[src/rtl/fruit_icon_overlay.sv]
// Overlays a ROM-stored icon onto an RGB565 pixel stream at a fixed window,
// keeping syncs aligned with the ROM read latency and treating KEY_COLOR as transparent.
module fruit_icon_overlay #(
    parameter int                    H_START     = 0,
    parameter int                    V_START     = 0,
    parameter int                    IMG_W       = 64,
    parameter int                    IMG_H       = 64,
    parameter int                    ADDR_WIDTH  = 12,
    parameter int                    DATA_WIDTH  = 16,
    parameter int                    ROM_LATENCY = 1,
    parameter logic [DATA_WIDTH-1:0] KEY_COLOR   = {DATA_WIDTH{1'b0}}
) (
    input  logic                  clk,
    input  logic                  rst_n,
    input  logic                  overlay_en,
    input  logic                  in_vs,
    input  logic                  in_hs,
    input  logic                  in_de,
    input  logic [DATA_WIDTH-1:0] in_data,
    output logic [ADDR_WIDTH-1:0] rom_addr,
    input  logic [DATA_WIDTH-1:0] rom_rd_data,
    output logic                  out_vs,
    output logic                  out_hs,
    output logic                  out_de,
    output logic [DATA_WIDTH-1:0] out_data
);

    localparam int CW = 16;
    localparam int PW = DATA_WIDTH + 4;
    localparam logic [CW-1:0]         X_LO     = CW'(H_START);
    localparam logic [CW-1:0]         X_HI     = CW'(H_START + IMG_W);
    localparam logic [CW-1:0]         Y_LO     = CW'(V_START);
    localparam logic [CW-1:0]         Y_HI     = CW'(V_START + IMG_H);
    localparam logic [CW-1:0]         CNT_ONE  = {{(CW-1){1'b0}}, 1'b1};
    localparam logic [ADDR_WIDTH-1:0] ROW_STEP = ADDR_WIDTH'(IMG_W);

    logic [1:0]            rst_sync_r;
    logic                  rst_int_n_s;
    logic                  vs_d_r;
    logic                  de_d_r;
    logic                  en_frame_r;
    logic [CW-1:0]         x_r;
    logic [CW-1:0]         y_r;
    logic [ADDR_WIDTH-1:0] row_base_r;

    logic                  vs_rise_s;
    logic                  de_fall_s;
    logic [CW-1:0]         x_s;
    logic [CW-1:0]         y_s;
    logic                  en_s;
    logic [ADDR_WIDTH-1:0] row_base_s;
    logic                  x_in_s;
    logic                  y_in_s;
    logic                  in_win_s;

    logic [PW-1:0]         pipe_r [ROM_LATENCY];
    logic [PW-1:0]         tap_s;
    logic                  tap_vs_s;
    logic                  tap_hs_s;
    logic                  tap_de_s;
    logic                  tap_win_s;
    logic [DATA_WIDTH-1:0] tap_data_s;
    logic [DATA_WIDTH-1:0] data_mux_s;

    // Reset synchronizer: asserts asynchronously, releases on the clock.
    always_ff @(posedge clk or negedge rst_n) begin
        if (!rst_n) begin
            rst_sync_r <= 2'b00;
        end else begin
            rst_sync_r <= {rst_sync_r[0], 1'b1};
        end
    end

    assign rst_int_n_s = rst_sync_r[1];
    assign vs_rise_s   = in_vs & ~vs_d_r & rst_int_n_s;
    assign de_fall_s   = de_d_r & ~in_de;

    // Effective coordinates for this pixel; a frame-start pixel counts as x=0, y=0.
    always_comb begin
        x_s        = x_r;
        y_s        = y_r;
        en_s       = en_frame_r;
        row_base_s = row_base_r;
        if (vs_rise_s) begin
            x_s        = {CW{1'b0}};
            y_s        = {CW{1'b0}};
            en_s       = overlay_en;
            row_base_s = {ADDR_WIDTH{1'b0}};
        end else begin
            x_s        = x_r;
            y_s        = y_r;
            en_s       = en_frame_r;
            row_base_s = row_base_r;
        end
    end

    assign x_in_s   = (x_s >= X_LO) && (x_s < X_HI);
    assign y_in_s   = (y_s >= Y_LO) && (y_s < Y_HI);
    assign in_win_s = en_s & in_de & x_in_s & y_in_s;

    // ROM address follows row_base so clipped rows still start on their own row.
    always_comb begin
        rom_addr = row_base_s;
        if (in_win_s) begin
            rom_addr = row_base_s + ADDR_WIDTH'(x_s - X_LO);
        end else begin
            rom_addr = row_base_s;
        end
    end

    // Raster position, frame enable and row base tracking.
    always_ff @(posedge clk or negedge rst_int_n_s) begin
        if (!rst_int_n_s) begin
            vs_d_r     <= 1'b0;
            de_d_r     <= 1'b0;
            en_frame_r <= 1'b0;
            x_r        <= {CW{1'b0}};
            y_r        <= {CW{1'b0}};
            row_base_r <= {ADDR_WIDTH{1'b0}};
        end else begin
            vs_d_r     <= in_vs;
            de_d_r     <= in_de;
            en_frame_r <= en_s;
            x_r        <= in_de ? (x_s + CNT_ONE) : {CW{1'b0}};
            if (vs_rise_s) begin
                y_r        <= {CW{1'b0}};
                row_base_r <= {ADDR_WIDTH{1'b0}};
            end else if (de_fall_s) begin
                y_r        <= y_r + CNT_ONE;
                row_base_r <= y_in_s ? (row_base_r + ROW_STEP) : row_base_r;
            end else begin
                y_r        <= y_r;
                row_base_r <= row_base_r;
            end
        end
    end

    // Delay line matching the ROM read latency.
    always_ff @(posedge clk or negedge rst_int_n_s) begin
        if (!rst_int_n_s) begin
            for (int i = 0; i < ROM_LATENCY; i++) begin
                pipe_r[i] <= {PW{1'b0}};
            end
        end else begin
            pipe_r[0] <= {in_vs, in_hs, in_de, in_win_s, in_data};
            for (int i = 1; i < ROM_LATENCY; i++) begin
                pipe_r[i] <= pipe_r[i-1];
            end
        end
    end

    assign tap_s      = pipe_r[ROM_LATENCY-1];
    assign tap_vs_s   = tap_s[PW-1];
    assign tap_hs_s   = tap_s[PW-2];
    assign tap_de_s   = tap_s[PW-3];
    assign tap_win_s  = tap_s[PW-4];
    assign tap_data_s = tap_s[DATA_WIDTH-1:0];

    // Composite: icon pixel unless transparent, blank outside active video.
    always_comb begin
        data_mux_s = tap_data_s;
        if (!tap_de_s) begin
            data_mux_s = {DATA_WIDTH{1'b0}};
        end else if (tap_win_s && (rom_rd_data != KEY_COLOR)) begin
            data_mux_s = rom_rd_data;
        end else begin
            data_mux_s = tap_data_s;
        end
    end

    // Output register, loaded every cycle.
    always_ff @(posedge clk or negedge rst_int_n_s) begin
        if (!rst_int_n_s) begin
            out_vs   <= 1'b0;
            out_hs   <= 1'b0;
            out_de   <= 1'b0;
            out_data <= {DATA_WIDTH{1'b0}};
        end else begin
            out_vs   <= tap_vs_s;
            out_hs   <= tap_hs_s;
            out_de   <= tap_de_s;
            out_data <= data_mux_s;
        end
    end

endmodule
[config.mk]
export PLATFORM = sky130hd
export DESIGN_NAME = fruit_icon_overlay
export DESIGN_NICKNAME = d
export VERILOG_FILES = /design/src/rtl/fruit_icon_overlay.sv
export SDC_FILE = /design/constraint.sdc
export NUM_CORES = 1
export LEC_CHECK = 0
export ABC_AREA = 1
export BUFFER_PORTS_ARGS = -buffer_cell sky130_fd_sc_hd__buf_4
export CORE_MARGIN = 2
export CORE_UTILIZATION = 51
export CTS_CLUSTER_SIZE = 12
export DETAILED_ROUTE_END_ITERATION = 8
export PLACE_DENSITY = 0.83
export SYNTH_ARGS = -nofsm -noshare
export SYNTH_HDL_FRONTEND = slang
export SYNTH_SLANG_ARGS = --single-unit
[constraint.sdc]
create_clock -name clk -period 4.9 [get_ports clk]
set_clock_uncertainty 0.2 [all_clocks]
set_input_delay 1.225 -clock clk [delete_from_list [all_inputs] [get_ports clk]]
set_output_delay 1.225 -clock clk [all_outputs]
set_load 0.01 [all_outputs]
==> results of run 1 <==
## state kept, by name, indices dropped and copies added, names as in the netlist
| name | flops |
|---|---|
| en_frame_r | 1 |
| out_data | 16 |
| out_de | 1 |
| out_hs | 1 |
| out_vs | 1 |
| pipe_r | 20 |
| row_base_r | 6 |
| rst_sync_r | 2 |
| x_r | 16 |
| y_r | 16 |
## what timing repair did
action | 4_1_cts | 5_1_grt
hold endpoints to repair | 7 | 0
hold buffers | 2 | 0
setup buffers | 0 | 0
## logic make-up after synthesis
family          Yosys count  synth area share (%)
other cells               2                 0.182
flops                    80                  48.4
fa+ha+maj                10                  3.02
xor+xnor                  9                  1.91
compound gates           68                  9.07
simple gates            275                  30.5
buf+inv                  64                  6.96
## layout make-up
type,count,area [µm²]
Timing Repair Buffer,74,561
Fill cell,650,2880
Multi-Input combinational cell,365,1850
Inverter,53,199
Tap cell,102,128
Clock inverter,6,50.0
Clock buffer,10,138
Sequential cell,80,2010
## per-layer routing
layer / share of wire, % / up-vias / wire [µm] / global-route usage, %
met5: 0 / - / 0 / 0
met4: 1.3 / 0 / 123 / 6.40
met3: 5.9 / 13 / 536 / 5.06
met2: 49 / 112 / 4460 / 38.0
met1: 44 / 1637 / 4040 / 28.0
li1: - / 1769 / - / -
## worst max-delay path by stage
stage | slack [ns] | end | startpoint
after floorplan | 0.43 | rom_addr[11] | rst_sync_r[1]$_DFF_PN0_
after global placement | 0.42 | rom_addr[11] | in_vs
after detailed placement | 0.38 | rom_addr[11] | in_vs
after CTS | 0.37 | rom_addr[11] | in_vs
after global routing | 0.13 | rom_addr[11] | in_vs
final | 0.35 | rom_addr[11] | in_vs
## cells in the mapped netlist
master    instances
o21ai_4           1
nor2_2           10
nand3_4           1
nand2_4           1
nand3b_1          1
nand3_2           5
buf_12            1
nand3_1          31
clkbuf_1          2
dfrtp_1          80
nor3b_1           1
buf_2             4
nand4_1           9
nand4_2           1
nor3_1            8
buf_8             1
xor2_1            8
inv_1            52
o21ai_0          38
buf_6             2
nor2_4            5
conb_1            2
inv_2             1
a21oi_2           2
o21ai_2           2
buf_1             1
nand2_1          99
a21oi_1          19
or2_2             1
nand2_2           8
nor2_1           93
o21a_1            3
xnor2_1           1
a31oi_1           1
ha_1             10
o21ai_1           2
and2_1            1
## worst max-delay path: cells and delay by family
kind / cells / cell delay (ns)
AO/OA/AOI/OAI: 1 / 0.28
AND/OR/NAND/NOR: 10 / 1.00
buffers and inverters: 2 / 0.23
adder cells (fa/ha/maj): 1 / 0.38
## power by group through the flow
| stage | Combinational [mW] | Sequential (mW) | Clock (mW) |
|---|---|---|---|
| global route | 0.352 | 0.766 | 0.497 |
| detailed placement | 0.310 | 0.772 | 0 |
| floorplan | 0.185 | 0.775 | 0 |
| finish | 0.314 | 0.759 | 0.456 |
| CTS | 0.315 | 0.758 | 0.472 |
| global placement | 0.299 | 0.770 | 0 |
==> run_results.csv, run 1 <==
group,metric,value,unit
sta,fin_hold_ws,0.163,ns
worst_setup_path,r2r_slack,2.54,ns
sta,maxClockFrequency,220,MHz
synthesis,ys_seq_area_share,48.4,%
synthesis,avgSynthCellArea,8.14,µm²
sta,fin_ws,0.351,ns
cells_and_area,final_cell_mix,"99 x nand2_1, 93 x nor2_1, 79 x dfrtp_1",
synthesis,yosysWarnings,0,
placement,hpwl,6670,µm
floorplan,die_h,94.1,µm
pwr,pwr-share-seq,49.7,%
cells_and_area,drive_above_1_share,21.6,%
floorplan,core_area,7810,µm²
pwr,p_clk_share,29.8,%
hold_path,hold_path_class,"flop to flop",
worst_setup_path,crit_chain,"buf_4 > nand2_1 > nor2_4 > nor2_1 > ha_1 > nand2_1 > o21ai_0 > nand2_1 > nand2_1 > nand2_1 > nand2_1 > nand2_1 > nand2_1 > buf_4",
global_route,grt_overflow,0,
pwr,max-vdd-ir-drop,180,µV
sta,fin_crit_sh,92.8,%
worst_setup_path,cp.required,3.47,ns
cells_and_area,num_antenna_cells,0,
worst_setup_path,rr_startpoint,"rst_sync_r[1]$_DFF_PN0_",
hold_path,holdPathStages,0,
route,viasPerCell,5.12,
cells_and_area,area_growth_syn_to_layout,19.2,%
worst_setup_path,cp.arrival,3.12,ns
synthesis,yosysTopAreaCellShare,48.4,%
cells_and_area,final_core_util,63.2,%
floorplan,die-area,8850,µm²
cts,cts-resized-gates,0,
sta,hold_viol_final,0,
cells_and_area,final_cells,690,
route,first_pass_iters,5,
sta,final.min_clock_period,4.55,ns
floorplan,dieWidth,94.1,µm
worst_setup_path,worst-setup-path-type,"input port to output pin",
synthesis,syn_inst,508,
worst_setup_path,path_common_cell,"nand2_1",
pwr,leakagePower,2.48,nW
route,postRouteWirelength,9160,µm
placement,io_buffers,68,
hold_path,hp-start,"rst_sync_r[0]$_DFF_PN0_",
pwr,power.internal,1.05,mW
cts,clk_pin_slew,0.08,ns
placement,place_area,4720,µm²
worst_setup_path,crit_path_max_incr_delay,0.38,ns
pwr,power,1.53,mW
synthesis,synthesis.area,4140,µm²
placement,dp_cells,672,
cells_and_area,design_area,4930,µm²
worst_setup_path,r2r_cells,11,
global_route,grt_pass1_vias,3348,
pwr,powerDensity,310,nW/µm²
cts,root_buffer,"clkbuf_8",
route,drt_iter0_markers,251,
cts,cts.path.max_buffers,2,
synthesis,yosysTopAreaCell,"dfrtp_1",
global_route,grt_max_degree,69,
synthesis,ys_types,37,
global_route,grt_pass1_wl,15300,µm
route,antenna_left,0,
global_route,antenna_found_initial,0,
sta,fin_setup_tns,0,ns
pwr,swShare,31.3,%
cells_and_area,final_common_cell,"nand2_1",
sta,slew_headroom,41.8,%
floorplan,start_util,53.0,%
worst_setup_path,timing.rr.end,"x_r[10]$_DFF_PN0_",
pwr,p_sw,0.479,mW
cts,cts_sinks,80,
hold_path,min_to,"rst_sync_r[1]$_DFF_PN0_",
worst_setup_path,crit_path_end_kind,"output pin",
sta,setup_violations,0,
route,drc,0,
sta,worst_pin_slew,0.867,ns
placement,gp_congestion,0.953,
sta,rsz0062_at_grt,"false",
synthesis,yosys_register_bits,80,
route,vias,3531,
worst_setup_path,worst-path-max-fanout,12,
route,wire_per_inst,13.3,µm
floorplan,ios,69,
pwr,p_comb_share,20.5,%
cells_and_area,final_nets,631,
placement,pre_cts_slack,0.379,ns
cts,cts_tree,"built",
status,status,"finished clean",
worst_setup_path,crit_path_start_kind,"input port",
cts,cts_buffers,9,
sta,final_max_slew_viol_count,0,
floorplan,placementRows,32,
cts,htree_levels,3,
run,drv_cap,0,
worst_setup_path,cp_slowest_cell,"ha_1",
synthesis,synth_area_leaders,"dfrtp_1 48%, nand2_1 9.0%, nor2_1 8.4%",
cts,clkLatencyLatePin,0.36,ns
global_route,gr-usage-all-layers,22.1,%
Power figures use the tool's default switching activity.
==> inputs of run 2 (changes only) <==
--- a/config.mk
+++ b/config.mk
@@ -11,6 +11,7 @@
 export CORE_UTILIZATION = 51
 export CTS_CLUSTER_SIZE = 12
 export DETAILED_ROUTE_END_ITERATION = 8
+export MAX_ROUTING_LAYER = met4
 export PLACE_DENSITY = 0.83
 export SYNTH_ARGS = -nofsm -noshare
 export SYNTH_HDL_FRONTEND = slang
==> run 2 against run 1 <==
Compared with the run above: flip-flop and latch count unchanged; global-route usage up 1.2 points; clock power up 18%; highest routed layer unchanged; combinational power barely moved; hold slack got worse by 0.0081 ns; sequential share of layout area decreased by 0.13 points; final area is 0.33% higher; via count grew 2.2%.
==> run_results.csv, run 2 (synthesis results as in run 1) <==
group,metric,value,unit
status,status,"finished clean",
floorplan,placementRows,32,
cells_and_area,area_growth_syn_to_layout,19.6,%
cts,cts-resized-gates,0,
worst_setup_path,crit_path_start_kind,"input port",
placement,io_buffers,68,
sta,setup_violations,0,
sta,final.min_clock_period,4.73,ns
global_route,grt_pass1_wl,15900,µm
sta,final_max_slew_viol_count,0,
route,viasPerCell,5.26,
global_route,grt_overflow,0,
worst_setup_path,worst-path-max-fanout,16,
cells_and_area,multi_input_area,1850,µm²
sta,hold_viol_final,0,
cts,htree_levels,3,
run,drv_cap,0,
global_route,gr-usage-all-layers,23.3,%
floorplan,die_h,94.1,µm
cells_and_area,largest_reg_flops,20,
route,antenna_left,0,
sta,rsz0062_at_grt,"false",
placement,pre_cts_slack,0.245,ns
sta,fin_setup_tns,0,ns
cts,cts_sinks,80,
cells_and_area,regMostFlops,"pipe_r",
sta,slew_headroom,41.3,%
cells_and_area,nFillCells,653,
pwr,max-vdd-ir-drop,186,µV
placement,hpwl,6780,µm
cells_and_area,drive_above_1_share,21.2,%
cts,root_buffer,"clkbuf_8",
cells_and_area,final_common_cell,"nand2_1",
route,postRouteWirelength,9240,µm
sta,fin_hold_ws,0.155,ns
placement,gp_congestion,0.870,
cells_and_area,regArea,2010,µm²
cts,cts.path.max_buffers,2,
worst_setup_path,crit_path_end_kind,"output pin",
cells_and_area,num_antenna_cells,0,
floorplan,die-area,8850,µm²
route,first_pass_iters,5,
global_route,grt_max_degree,73,
hold_path,hold_path_class,"flop to flop",
pwr,leakagePower,2.48,nW
cells_and_area,final_nets,628,
worst_setup_path,worst-setup-path-type,"input port to output pin",
worst_setup_path,cp.required,3.47,ns
floorplan,dieWidth,94.1,µm
pwr,powerDensity,326,nW/µm²
sta,maxClockFrequency,211,MHz
floorplan,start_util,53.0,%
cells_and_area,final_core_util,63.4,%
cts,cts_buffers,9,
cts,clk_pin_slew,0.08,ns
worst_setup_path,cp.arrival,3.31,ns
route,vias,3609,
global_route,grt_pass1_vias,3540,
cts,clkLatencyLatePin,0.36,ns
sta,fin_crit_sh,96.6,%
route,drc,0,
route,wire_per_inst,13.5,µm
sta,worst_pin_slew,0.880,ns
cells_and_area,final_cell_mix,"99 x nand2_1, 93 x nor2_1, 79 x dfrtp_1",
route,drt_iter0_markers,244,
floorplan,core_area,7810,µm²
cts,cts_tree,"built",
global_route,antenna_found_initial,0,
floorplan,ios,69,
sta,fin_ws,0.165,ns
-- run 2: cell types whose count changed in the layout (fill, tap and decap cells not counted) --
| cell | before | now |
|---|---|---|
| buf_12 | 0 | 1 |
| buf_4 | 72 | 69 |
| bufinv_16 | 0 | 2 |
| clkbuf_8 | 10 | 9 |
| clkinv_4 | 2 | 0 |
| dlygate4sd3_1 | 2 | 1 |
-- run 2: cell type report --
type                       instances  area share (%)
clock buffer                       9            2.50
sequential                        80            40.5
multi-input combinational        365            37.4
inverter                          53            4.02
clock inverter                     6            1.87
timing repair buffer              71            11.1
tap                              102            2.58
-- run 2: worst max-delay path, stage by stage --
cell and delay [ns]:
buf_4 0.10, nand2_1 0.08, nor2_4 0.35, nor2_1 0.18, ha_1 0.40, nand2_1 0.07
o21ai_0 0.31, nand2_1 0.14, nand2_1 0.08, nand2_1 0.05, nand2_1 0.06, nand2_1 0.04
nand2_1 0.09, buf_4 0.12
-- run 2: layer usage --
layer / GRT usage (%) / share of wire (%)
met4: 7.00 / 1.3
met1: 28.8 / 43
met2: 38.9 / 50
met5: - / 0
met3: 4.65 / 6.3
-- run 2: report_power, final --
part	switching (mW)	internal, mW
Clock	0.253	0.288
Combinational	0.184	0.131
Sequential	0.0433	0.716
-- run 2: repair_timing --
item,4_1_cts,5_1_grt
setup buffers,0,0
endpoints found under the setup margin,0,0
endpoints found under the hold margin,6,0
hold buffers,1,0
-- run 2: worst paths after layout --
check / start / end / slack [ns] / cells after the start
setup / recovery: in_vs / rom_addr[11] / 0.17 / 14
setup reg to reg: rst_sync_r[1]$_DFF_PN0_ / x_r[8]$_DFF_PN0_ / 2.60 / 10
hold / removal: pipe_r[18]$_DFF_PN0_ / out_hs$_DFF_PN0_ / 0.16 / 0
hold reg to reg: pipe_r[18]$_DFF_PN0_ / out_hs$_DFF_PN0_ / 0.16 / 0
min in group asynchronous: rst_sync_r[1]$_DFF_PN0_ / x_r[10]$_DFF_PN0_ / 0.41 / 1
max in group asynchronous: rst_sync_r[1]$_DFF_PN0_ / pipe_r[1]$_DFF_PN0_ / 3.51 / 1
-- run 2: through the flow --
stage	power (mW)	instance area, µm²	cells
final	1.61	4950	686
after global placement	1.07	4720	670
after global routing	1.70	4950	686
after detailed placement	1.08	4720	670
after CTS	1.62	4950	686
after floorplan	0.961	4140	509
